===== config.mk =====
export PLATFORM = sky130hd
export DESIGN_NAME = cdma_adder_tree_flat
export DESIGN_NICKNAME = d
export VERILOG_FILES = /design/src/rtl/cdma_adder_tree_pkg.sv /design/src/rtl/cdma_adder_tree_if.sv /design/src/rtl/cdma_adder_tree_level.sv /design/src/rtl/cdma_adder_tree.sv /design/src/flat_wrapper.sv
export SDC_FILE = /design/constraint.sdc
export NUM_CORES = 1
export LEC_CHECK = 0
export CAP_MARGIN = 0
export CORE_MARGIN = 2
export CORE_UTILIZATION = 30
export CTS_CLUSTER_SIZE = 12
export DETAILED_ROUTE_END_ITERATION = 7
export DONT_BUFFER_PORTS = 1
export MAX_ROUTING_LAYER = met4
export PLACE_DENSITY = 0.54
export SYNTH_ARGS = -nofsm -noshare
export SYNTH_HDL_FRONTEND = slang
export SYNTH_SLANG_ARGS = --single-unit

===== constraint.sdc =====
create_clock -name clk -period 5 [get_ports clk]
set_clock_uncertainty 0.1 [all_clocks]
set_input_delay 1.25 -clock clk [delete_from_list [all_inputs] [get_ports clk]]
set_output_delay 1.25 -clock clk [all_outputs]
set_load 0.02 [all_outputs]

===== src/rtl/cdma_adder_tree_pkg.sv =====
// Shared CDMA aggregation sizing and width helpers for the adder tree.
// Pure constants and functions; no timing or flow-control behaviour.
package AggrCDMAPkg;

  localparam int LOG_CODE_WIDTH  = 3;
  localparam int CDMA_CODE_WIDTH = 1 << LOG_CODE_WIDTH;
  localparam int NUM_PORTS       = CDMA_CODE_WIDTH;
  localparam int DATA_WIDTH      = 8;

  // Room for NUM_PORTS full-scale words plus the +1 chip completion.
  function automatic int sum_width(input int num_ports, input int data_width);
    return data_width + $clog2(num_ports) + 1;
  endfunction

  // Width of one pair sum after k levels; k=0 is the per-port term.
  function automatic int level_width(input int data_width, input int k);
    return data_width + 1 + k;
  endfunction

endpackage


===== src/rtl/cdma_adder_tree_if.sv =====
// Beat-in / sum-out handshake bundle for cdma_adder_tree.
// Valid/ready on both sides; master is the upstream producer and downstream sink.
interface cdma_adder_tree_if #(
  parameter int NUM_PORTS  = AggrCDMAPkg::NUM_PORTS,
  parameter int DATA_WIDTH = AggrCDMAPkg::DATA_WIDTH
) ();
  localparam int SUM_WIDTH = AggrCDMAPkg::sum_width(NUM_PORTS, DATA_WIDTH);

  logic                            in_valid;
  logic                            in_ready;
  logic [NUM_PORTS-1:0]            spreadingChips;
  logic [NUM_PORTS*DATA_WIDTH-1:0] encoded;
  logic [NUM_PORTS-1:0]            port_mask;
  logic [SUM_WIDTH-1:0]            sum;
  logic                            out_valid;
  logic                            out_ready;

  modport master (
    output in_valid, spreadingChips, encoded, port_mask, out_ready,
    input  in_ready, sum, out_valid
  );

  modport slave (
    input  in_valid, spreadingChips, encoded, port_mask, out_ready,
    output in_ready, sum, out_valid
  );
endinterface


===== src/rtl/cdma_adder_tree_level.sv =====
// One registered elastic level: N_IN signed operands -> N_IN/2 pair sums, 1 cycle.
// Loads when empty or when downstream loads, so bubbles collapse under stall.
module adder_tree_level #(
  parameter int N_IN = 2,
  parameter int IN_W = 9
) (
  input  logic                           clk,
  input  logic                           rst,
  input  logic                           in_vld,
  output logic                           load,
  input  logic [N_IN*IN_W-1:0]           in_dat,
  output logic                           out_vld,
  input  logic                           down_load,
  output logic [(N_IN/2)*(IN_W+1)-1:0]   out_dat
);
  localparam int N_OUT = N_IN / 2;
  localparam int OUT_W = IN_W + 1;

  logic [N_OUT*OUT_W-1:0] sum_nx;

  always_comb begin
    sum_nx = '0;
    for (int j = 0; j < N_OUT; j++) begin
      sum_nx[j*OUT_W +: OUT_W] = OUT_W'($signed(in_dat[(2*j)*IN_W +: IN_W]))
                               + OUT_W'($signed(in_dat[(2*j+1)*IN_W +: IN_W]));
    end
  end

  assign load = !out_vld || down_load;

  always_ff @(posedge clk) begin
    if (rst) begin
      out_vld <= 1'b0;
    end else if (load) begin
      out_vld <= in_vld;
    end
  end

  // Data has no reset; only the valid bit qualifies it.
  always_ff @(posedge clk) begin
    if (load && in_vld) begin
      out_dat <= sum_nx;
    end
  end
endmodule


===== src/rtl/cdma_adder_tree.sv =====
// Masked signed sum of NUM_PORTS CDMA words; LEVELS-cycle latency, 1 beat/cycle.
// Elastic per-level valids: in_ready depends only on out_ready and valid bits.
module cdma_adder_tree #(
  parameter int NUM_PORTS  = AggrCDMAPkg::NUM_PORTS,
  parameter int DATA_WIDTH = AggrCDMAPkg::DATA_WIDTH
) (
  input logic              clk,
  input logic              rst,
  cdma_adder_tree_if.slave bus
);
  localparam int LEVELS    = $clog2(NUM_PORTS);
  localparam int SUM_WIDTH = AggrCDMAPkg::sum_width(NUM_PORTS, DATA_WIDTH);
  localparam int NPAD      = 1 << LEVELS;
  localparam int TW        = AggrCDMAPkg::level_width(DATA_WIDTH, 0);

  logic [NPAD*TW-1:0] terms;
  logic [LEVELS:0]    vld;
  logic [LEVELS+1:1]  rdy;

  // Masked ports and the zero padding up to NPAD both contribute 0.
  always_comb begin
    terms = '0;
    for (int i = 0; i < NUM_PORTS; i++) begin
      if (bus.port_mask[i]) begin
        terms[i*TW +: TW] = TW'($signed(bus.encoded[i*DATA_WIDTH +: DATA_WIDTH]))
                          + TW'(bus.spreadingChips[i]);
      end
    end
  end

  assign vld[0]          = bus.in_valid;
  assign rdy[LEVELS+1]   = bus.out_ready;
  assign bus.in_ready    = rdy[1];
  assign bus.out_valid   = vld[LEVELS];

  for (genvar k = 1; k <= LEVELS; k++) begin : g_lvl
    localparam int N_IN = NPAD >> (k - 1);
    localparam int IN_W = AggrCDMAPkg::level_width(DATA_WIDTH, k - 1);

    logic [N_IN*IN_W-1:0]         src;
    logic [(N_IN/2)*(IN_W+1)-1:0] dat;

    if (k == 1) begin : g_first
      assign src = terms;
    end else begin : g_next
      assign src = g_lvl[k-1].dat;
    end

    adder_tree_level #(
      .N_IN (N_IN),
      .IN_W (IN_W)
    ) u_lvl (
      .clk       (clk),
      .rst       (rst),
      .in_vld    (vld[k-1]),
      .load      (rdy[k]),
      .in_dat    (src),
      .out_vld   (vld[k]),
      .down_load (rdy[k+1]),
      .out_dat   (dat)
    );
  end

  assign bus.sum = SUM_WIDTH'(g_lvl[LEVELS].dat);
endmodule


===== src/flat_wrapper.sv =====
// flat-port wrapper written by rule: the top's interface ports become plain ports
module cdma_adder_tree_flat 
#(
  parameter int NUM_PORTS  = AggrCDMAPkg::NUM_PORTS,
  parameter int DATA_WIDTH = AggrCDMAPkg::DATA_WIDTH
)
  (clk, rst, bus_in_valid, bus_spreadingChips, bus_encoded, bus_port_mask, bus_out_ready, bus_in_ready, bus_sum, bus_out_valid);
  cdma_adder_tree_if #(.NUM_PORTS(NUM_PORTS), .DATA_WIDTH(DATA_WIDTH)) bus_i ();
  input logic clk;
  input logic rst;
  input wire logic [$bits(bus_i.in_valid)-1:0] bus_in_valid;
  input wire logic [$bits(bus_i.spreadingChips)-1:0] bus_spreadingChips;
  input wire logic [$bits(bus_i.encoded)-1:0] bus_encoded;
  input wire logic [$bits(bus_i.port_mask)-1:0] bus_port_mask;
  input wire logic [$bits(bus_i.out_ready)-1:0] bus_out_ready;
  output wire logic [$bits(bus_i.in_ready)-1:0] bus_in_ready;
  output wire logic [$bits(bus_i.sum)-1:0] bus_sum;
  output wire logic [$bits(bus_i.out_valid)-1:0] bus_out_valid;
  assign bus_i.in_valid = bus_in_valid;
  assign bus_i.spreadingChips = bus_spreadingChips;
  assign bus_i.encoded = bus_encoded;
  assign bus_i.port_mask = bus_port_mask;
  assign bus_i.out_ready = bus_out_ready;
  assign bus_in_ready = bus_i.in_ready;
  assign bus_sum = bus_i.sum;
  assign bus_out_valid = bus_i.out_valid;
  cdma_adder_tree #(.NUM_PORTS(NUM_PORTS), .DATA_WIDTH(DATA_WIDTH)) u_core (.clk(clk), .rst(rst), .bus(bus_i));
endmodule

==> results of run 1 <==
logic make-up (layout without fill, tap and decap cells):
group                      after synthesis  in the layout  share of synthesized area, %
muxes                                    2              2                         0.306
xor gates and xnor gates                81             81                          10.8
DFF                                     77             77                          34.9
AOI/OAI and AO/OA                      146            146                          15.0
and+or+nand+nor                        233            233                          18.3
adders and majority gates               90             90                          18.0
buffers and inverters                   47             61                          2.69
stage by stage:
stage | power (mW) | instances | utilization, % | hold WS (ps)
2_1_floorplan | 1.48 | 676 | - | 373
3_3_place_gp | 1.62 | 956 | 32.0 | 445
3_5_place_dp | 1.63 | 956 | 32.0 | 443
4_1_cts | 2.42 | 970 | 33.6 | 459
5_1_grt | 2.54 | 970 | 33.6 | 496
6_report | 2.38 | 970 | 33.6 | 467
power by group:
part	switching (mW)	total, mW	internal [mW]
Combinational	0.379	0.707	0.328
Clock	0.241	0.772	0.531
Sequential	0.0473	0.899	0.851
Total	0.668	2.38	1.71
layout make-up:
type / count / area, um2 / share of cell area, %
inverter: 45 / 169 / 2.32
multi-input combinational: 552 / 4110 / 56.5
sequential: 77 / 2280 / 31.4
clock inverter: 5 / 125 / 1.72
clock buffer: 9 / 225 / 3.10
tap: 280 / 350 / 4.82
timing repair buffer: 2 / 15.0 / 0.206
flip-flops by register name (all words and copies together), names as in the netlist:
signal                      flops
u_core.g_lvl.u_lvl.out_dat     74
u_core.g_lvl.u_lvl.out_vld      3
cells in the mapped netlist, types with 11 or more instances:
| library cell | count | area share, % |
|---|---|---|
| and2_1 | 53 | 5.1 |
| o21ai_1 | 21 | 1.6 |
| a21oi_1 | 43 | 3.3 |
| xor2_1 | 27 | 3.6 |
| o21ai_0 | 13 | 0.99 |
| edfxtp_1 | 74 | 34 |
| ha_1 | 83 | 16 |
| nand3_1 | 31 | 2.4 |
| a21boi_1 | 12 | 1.4 |
| or3_1 | 11 | 1.1 |
| xnor2_1 | 54 | 7.2 |
| and3_1 | 23 | 2.2 |
| inv_1 | 45 | 2.6 |
| nand2_1 | 40 | 2.3 |
| nor2_1 | 45 | 2.6 |
path summary, 6_finish.rpt:
kind	from	endpoint	slack, ps	cells past startpoint
min reg2reg	u_core.g_lvl[1].u_lvl.out_vld$_SDFFE_PP0N_	u_core.g_lvl[2].u_lvl.out_vld$_SDFFE_PP0P_	470	2
max	bus_out_ready	bus_in_ready	1610	2
max reg2reg	u_core.g_lvl[2].u_lvl.out_dat[3]$_DFFE_PP_	u_core.g_lvl[3].u_lvl.out_dat[9]$_DFFE_PP_	2750	6
min	u_core.g_lvl[1].u_lvl.out_vld$_SDFFE_PP0N_	u_core.g_lvl[2].u_lvl.out_vld$_SDFFE_PP0P_	470	2
per-layer routing:
metal | track usage (%) | up-vias | share of wire, %
li1 | - | 2470 | -
met1 | 15.0 | 2077 | 50
met2 | 17.1 | 72 | 44
met3 | 2.40 | 11 | 4.2
met4 | 4.31 | 0 | 1.6
met5 | - | - | 0
==> results.md, run 1 <==
- Crit-path slowest cell: nor2b_1
- DRT Pass-1 Iters: 5
- Die H: 152 um
- Worst Max-Slew Pin Slew: 973 ps
- CTS tree: done
- Port bufs: 0
- Initial antenna violation count: 0
- Bufs and invs on worst path: 0
- Largest net degree at the start of global routing: 41
- Ant diodes: 0
- Placed wire-length estimate: 10.0 mm
- Post-Synthesis Cell Area: 6550 um2
- Pre-CTS setup slack: 1390 ps
- Rel. slew slack: 35.0%
- Final period utilization: 67.7%
- CP max stage delay: 440 ps
- YS warnings: 0
- CP Data Required Time: 3650 ps
- Resize count post-CTS: 0
- Status: completed
- Area after DPL: 6920 um2
- DRC: 0
- Max VDD drop: 0.193 mV
- Worst setup EP type: output port
- Setup TNS: 0 ps
- CP max FO: 6
- Commonest non-fill, non-tap cell in the layout: ha_1
- Setup violations, final: 0
- Initial Util: 30.3%
- DR iter-0 viols: 229
- Final WS setup: 1610 ps
- Ys async rst share: 0%
- Routability cong.: 0.808
- Max Cap Viol: 0
- Post-Syn Instances: 676
- Delay-heaviest family, CP: simple AND/OR/NAND/NOR gates
- Final instance area: 7270 um2
- Row count: 54
- Synth unique cells: 44
- Syn Nets: 850
- Final wirelength: 12.1 mm
- Die Area: 23000 um2
- IO Count: 98
- Setup Buffers After CTS: 0
- DIE WIDTH: 152 um
- Average size of a mapped cell: 9.69 um2
- Layout cell share with drive strength beyond 1: 3.77%
- Fin. max-slew vios: 0
- Post-synthesis sequential area ratio: 34.9%
- Clk_lat worst skew: 330 ps
- Total CTS buffers: 9
- Max Clk Rate: 295 MHz
- Longest Clk Path Bufs: 2
- GRT Util Overall: 11.4%
- Fill cell count: 2225
- Pwr dens: 327 nW/um2
- CTS H-tree depth: 3
- Hold Fails Final Rpt: 0
- Unrepaired setup endpoints after global routing: false
- Global route overflow: 0
- CP arrival: 2040 ps
- CTS Root Cell: clkbuf_16
- Post-synth EDFFs: 74
- Via count: 4630
- Layout Nets: 861
- Clock Sinks: 77
- Vias per cell: 4.77
- First-pass GRT wire length: 20.3 mm
- Layout Area Growth over Synthesis: 11.1%
- Commonest non-fill, non-tap cells in the layout: 83 x ha_1, 74 x edfxtp_1, 54 x xnor2_1
- Routed len/inst: 12.5 um
- Min cycle time layout: 3390 ps
- Vias in the first global route: 4444
- Crit Path Class: input pin to output port
- Crit-path cells: nor2b_1 -> nand3_1
- Routed Antenna Nets: 0
- Hold crit path type: register to register
- Core footprint: 21600 um2
- Clk slew on worst S/H paths: 50 ps
- Startpoint class of the critical path: input pin
- Ys flop type: edfxtp_1
- FF+latch count, synth: 77
- Hold buffers post-CTS: 0
- Lkg Pwr: 2.98 nW
No activity file was read; power rests on OpenSTA's default activity.
==> run 2, diff against run 1 <==
- clock period: 5 -> 3.2 ns (I/O delays scaled with it)
==> run 2 against run 1 <==
Clock power grew 15%. Register-to-register slack lost 1800 ps. Non-clock buffer count grew 2. First-iteration DRC count shrank 28%. Critical path depth grew 8. Largest cell class unchanged.
==> results.md, run 2 (same netlist as run 1, synthesis figures left out) <==
- Startpoint class of the critical path: input pin
- Clk pwr share: 26.0%
- Worst Max-Slew Pin Slew: 952 ps
- Commonest non-fill, non-tap cell in the layout: ha_1
- CP endpoint: u_core.g_lvl[1].u_lvl.out_dat[28]$_DFFE_PP_
- CP max FO: 3
- Max Cap Viol: 0
- Lkg Pwr: 2.95 nW
- Via count: 4628
- IO Count: 98
- Met1 Use GR: 15.1%
- Layout Area Growth over Synthesis: 9.98%
- Vias in the first global route: 4408
- DRT Pass-1 Iters: 4
- Setup violations, final: 0
- Routed Antenna Nets: 0
- Worst setup EP type: register
- Sequential power share: 41.3%
- Die H: 152 um
- Die Area: 23000 um2
- Top reg by flops: u_core.g_lvl.u_lvl.out_dat
- Hold crit path type: input pin to register
- Final wirelength: 12.3 mm
- Unrepaired setup endpoints after global routing: false
- Clk slew on worst S/H paths: 60 ps
- Final instance area: 7200 um2
- Initial Util: 30.3%
- First-pass GRT wire length: 20.5 mm
- CTS tree: done
- Area after DPL: 6940 um2
- Min cycle time layout: 2760 ps
- Met3 Track Usage GR: 3.65%
- Max VDD drop: 0.237 mV
- Core footprint: 21600 um2
- Crit Path Class: input pin to register
- Resize count post-CTS: 0
- DIE WIDTH: 152 um
- Total CTS buffers: 9
- Power consumption: 3.40 mW
- Worst Setup SP: bus_encoded[32]
- Layout Nets: 863
- Clk_lat worst skew: 330 ps
- CP arrival: 2740 ps
- Routability cong.: 0.826
- Routed len/inst: 12.6 um
- FF-to-FF End: u_core.g_lvl[3].u_lvl.out_dat[9]$_DFFE_PP_
- Max Clk Rate: 362 MHz
- Final period utilization: 86.3%
- GR peak layer: met2
- Switching share of total power: 30.4%
- Port bufs: 0
- CTS Root Cell: clkbuf_16
- Row count: 54
- Met2 Track Usage GR: 17.2%
- Clock Sinks: 77
- Vias per cell: 4.75
- Layout cell share with drive strength beyond 1: 3.75%
- Reg2Reg Setup Slack: 940 ps
- Net switching power: 1.04 mW
- DRC: 0
- Hold Fails Final Rpt: 0
- Comb power frac: 32.6%
- GRT Util Overall: 11.4%
- Max FFs per register: 74
- Global route overflow: 0
- Hold buffers post-CTS: 0
- Commonest non-fill, non-tap cells in the layout: 83 x ha_1, 74 x edfxtp_1, 54 x xnor2_1
- Largest net degree at the start of global routing: 41
- Rel. slew slack: 36.4%
- Reg2reg start: u_core.g_lvl[2].u_lvl.out_dat[4]$_DFFE_PP_
- Initial antenna violation count: 0
- CP Data Required Time: 3180 ps
- DR iter-0 viols: 164
- Registers with the most flip-flops: u_core.g_lvl.u_lvl.out_dat x74, u_core.g_lvl.u_lvl.out_vld x3
- Setup Buffers After CTS: 0
- Placed wire-length estimate: 10.3 mm
- Setup TNS: 0 ps
- Register-to-Register Path Depth: 6
- Pwr dens: 473 nW/um2
- Fin. max-slew vios: 0
- CTS H-tree depth: 3
- Status: completed
- Ant diodes: 0
- Longest Clk Path Bufs: 2
- Power Internal: 2.37 mW
[run 2: cell count changes in the layout (fill, tap and decap cells not counted), sizes merged]
cell / before / now
clkinv: 1 / 3
buf: 2 / 4
bufinv: 4 / 0
clkinvlp: 0 / 1
clkbuf: 9 / 12
[run 2: power groups by stage]
stage          Combinational [mW]  Clock, mW  Sequential [mW]
3_5_place_dp                 1.12          0             1.43
4_1_cts                      1.12      0.920             1.41
6_report                     1.11      0.886             1.41
5_1_grt                      1.27      0.972             1.42
3_3_place_gp                 1.11          0             1.43
2_1_floorplan               0.911          0             1.40
[run 2: layout make-up]
cell class / count / area, um2
multi-input cells: 552 / 4110
flip-flops and latches: 77 / 2280
clock buffers: 12 / 236
clock inverters: 4 / 25.0
well taps: 280 / 350
inverters: 45 / 169
fillers: 2216 / 14400
repair buffers: 4 / 30.0
[run 2: metrics by stage]
stage / hold WS, ps / std cells / setup slack, ps / util (%)
finish: 428 / 974 / 439 / 33.3
global route: 402 / 974 / 258 / 33.3
CTS: 413 / 974 / 456 / 33.3
detailed placement: 452 / 958 / 94.4 / 32.1
global placement: 445 / 958 / 139 / 32.1
floorplan: 393 / 676 / 108 / -
[run 2: worst min path at each step]
| stage | depth (start not counted) | startpoint | end |
|---|---|---|---|
| 6_report | 1 | rst | u_core.g_lvl[1].u_lvl.out_vld$_SDFFE_PP0N_ |
| 5_1_grt | 1 | rst | u_core.g_lvl[2].u_lvl.out_vld$_SDFFE_PP0P_ |
| 4_1_cts | 1 | rst | u_core.g_lvl[1].u_lvl.out_vld$_SDFFE_PP0N_ |
| 3_5_place_dp | 2 | u_core.g_lvl[1].u_lvl.out_vld$_SDFFE_PP0N_ | u_core.g_lvl[2].u_lvl.out_vld$_SDFFE_PP0P_ |
| 3_3_place_gp | 2 | u_core.g_lvl[1].u_lvl.out_vld$_SDFFE_PP0N_ | u_core.g_lvl[2].u_lvl.out_vld$_SDFFE_PP0P_ |
| 2_1_floorplan | 2 | u_core.g_lvl[1].u_lvl.out_vld$_SDFFE_PP0N_ | u_core.g_lvl[2].u_lvl.out_vld$_SDFFE_PP0P_ |
[run 2: per-layer routing]
| metal | vias to the layer above | wire length [um] |
|---|---|---|
| li1 | 2481 | - |
| met1 | 2064 | 6090 |
| met2 | 76 | 5520 |
| met3 | 7 | 557 |
| met4 | 0 | 101 |
| met5 | - | 0 |
[run 2: worst max-delay path, cell delays in order]
cell	delay [ps]
ha_1	190
ha_1	220
xor2_1	150
and2_1	160
ha_1	300
nor2b_1	150
o2111ai_1	180
nand3_1	120
o41a_1	340
xor2_1	150
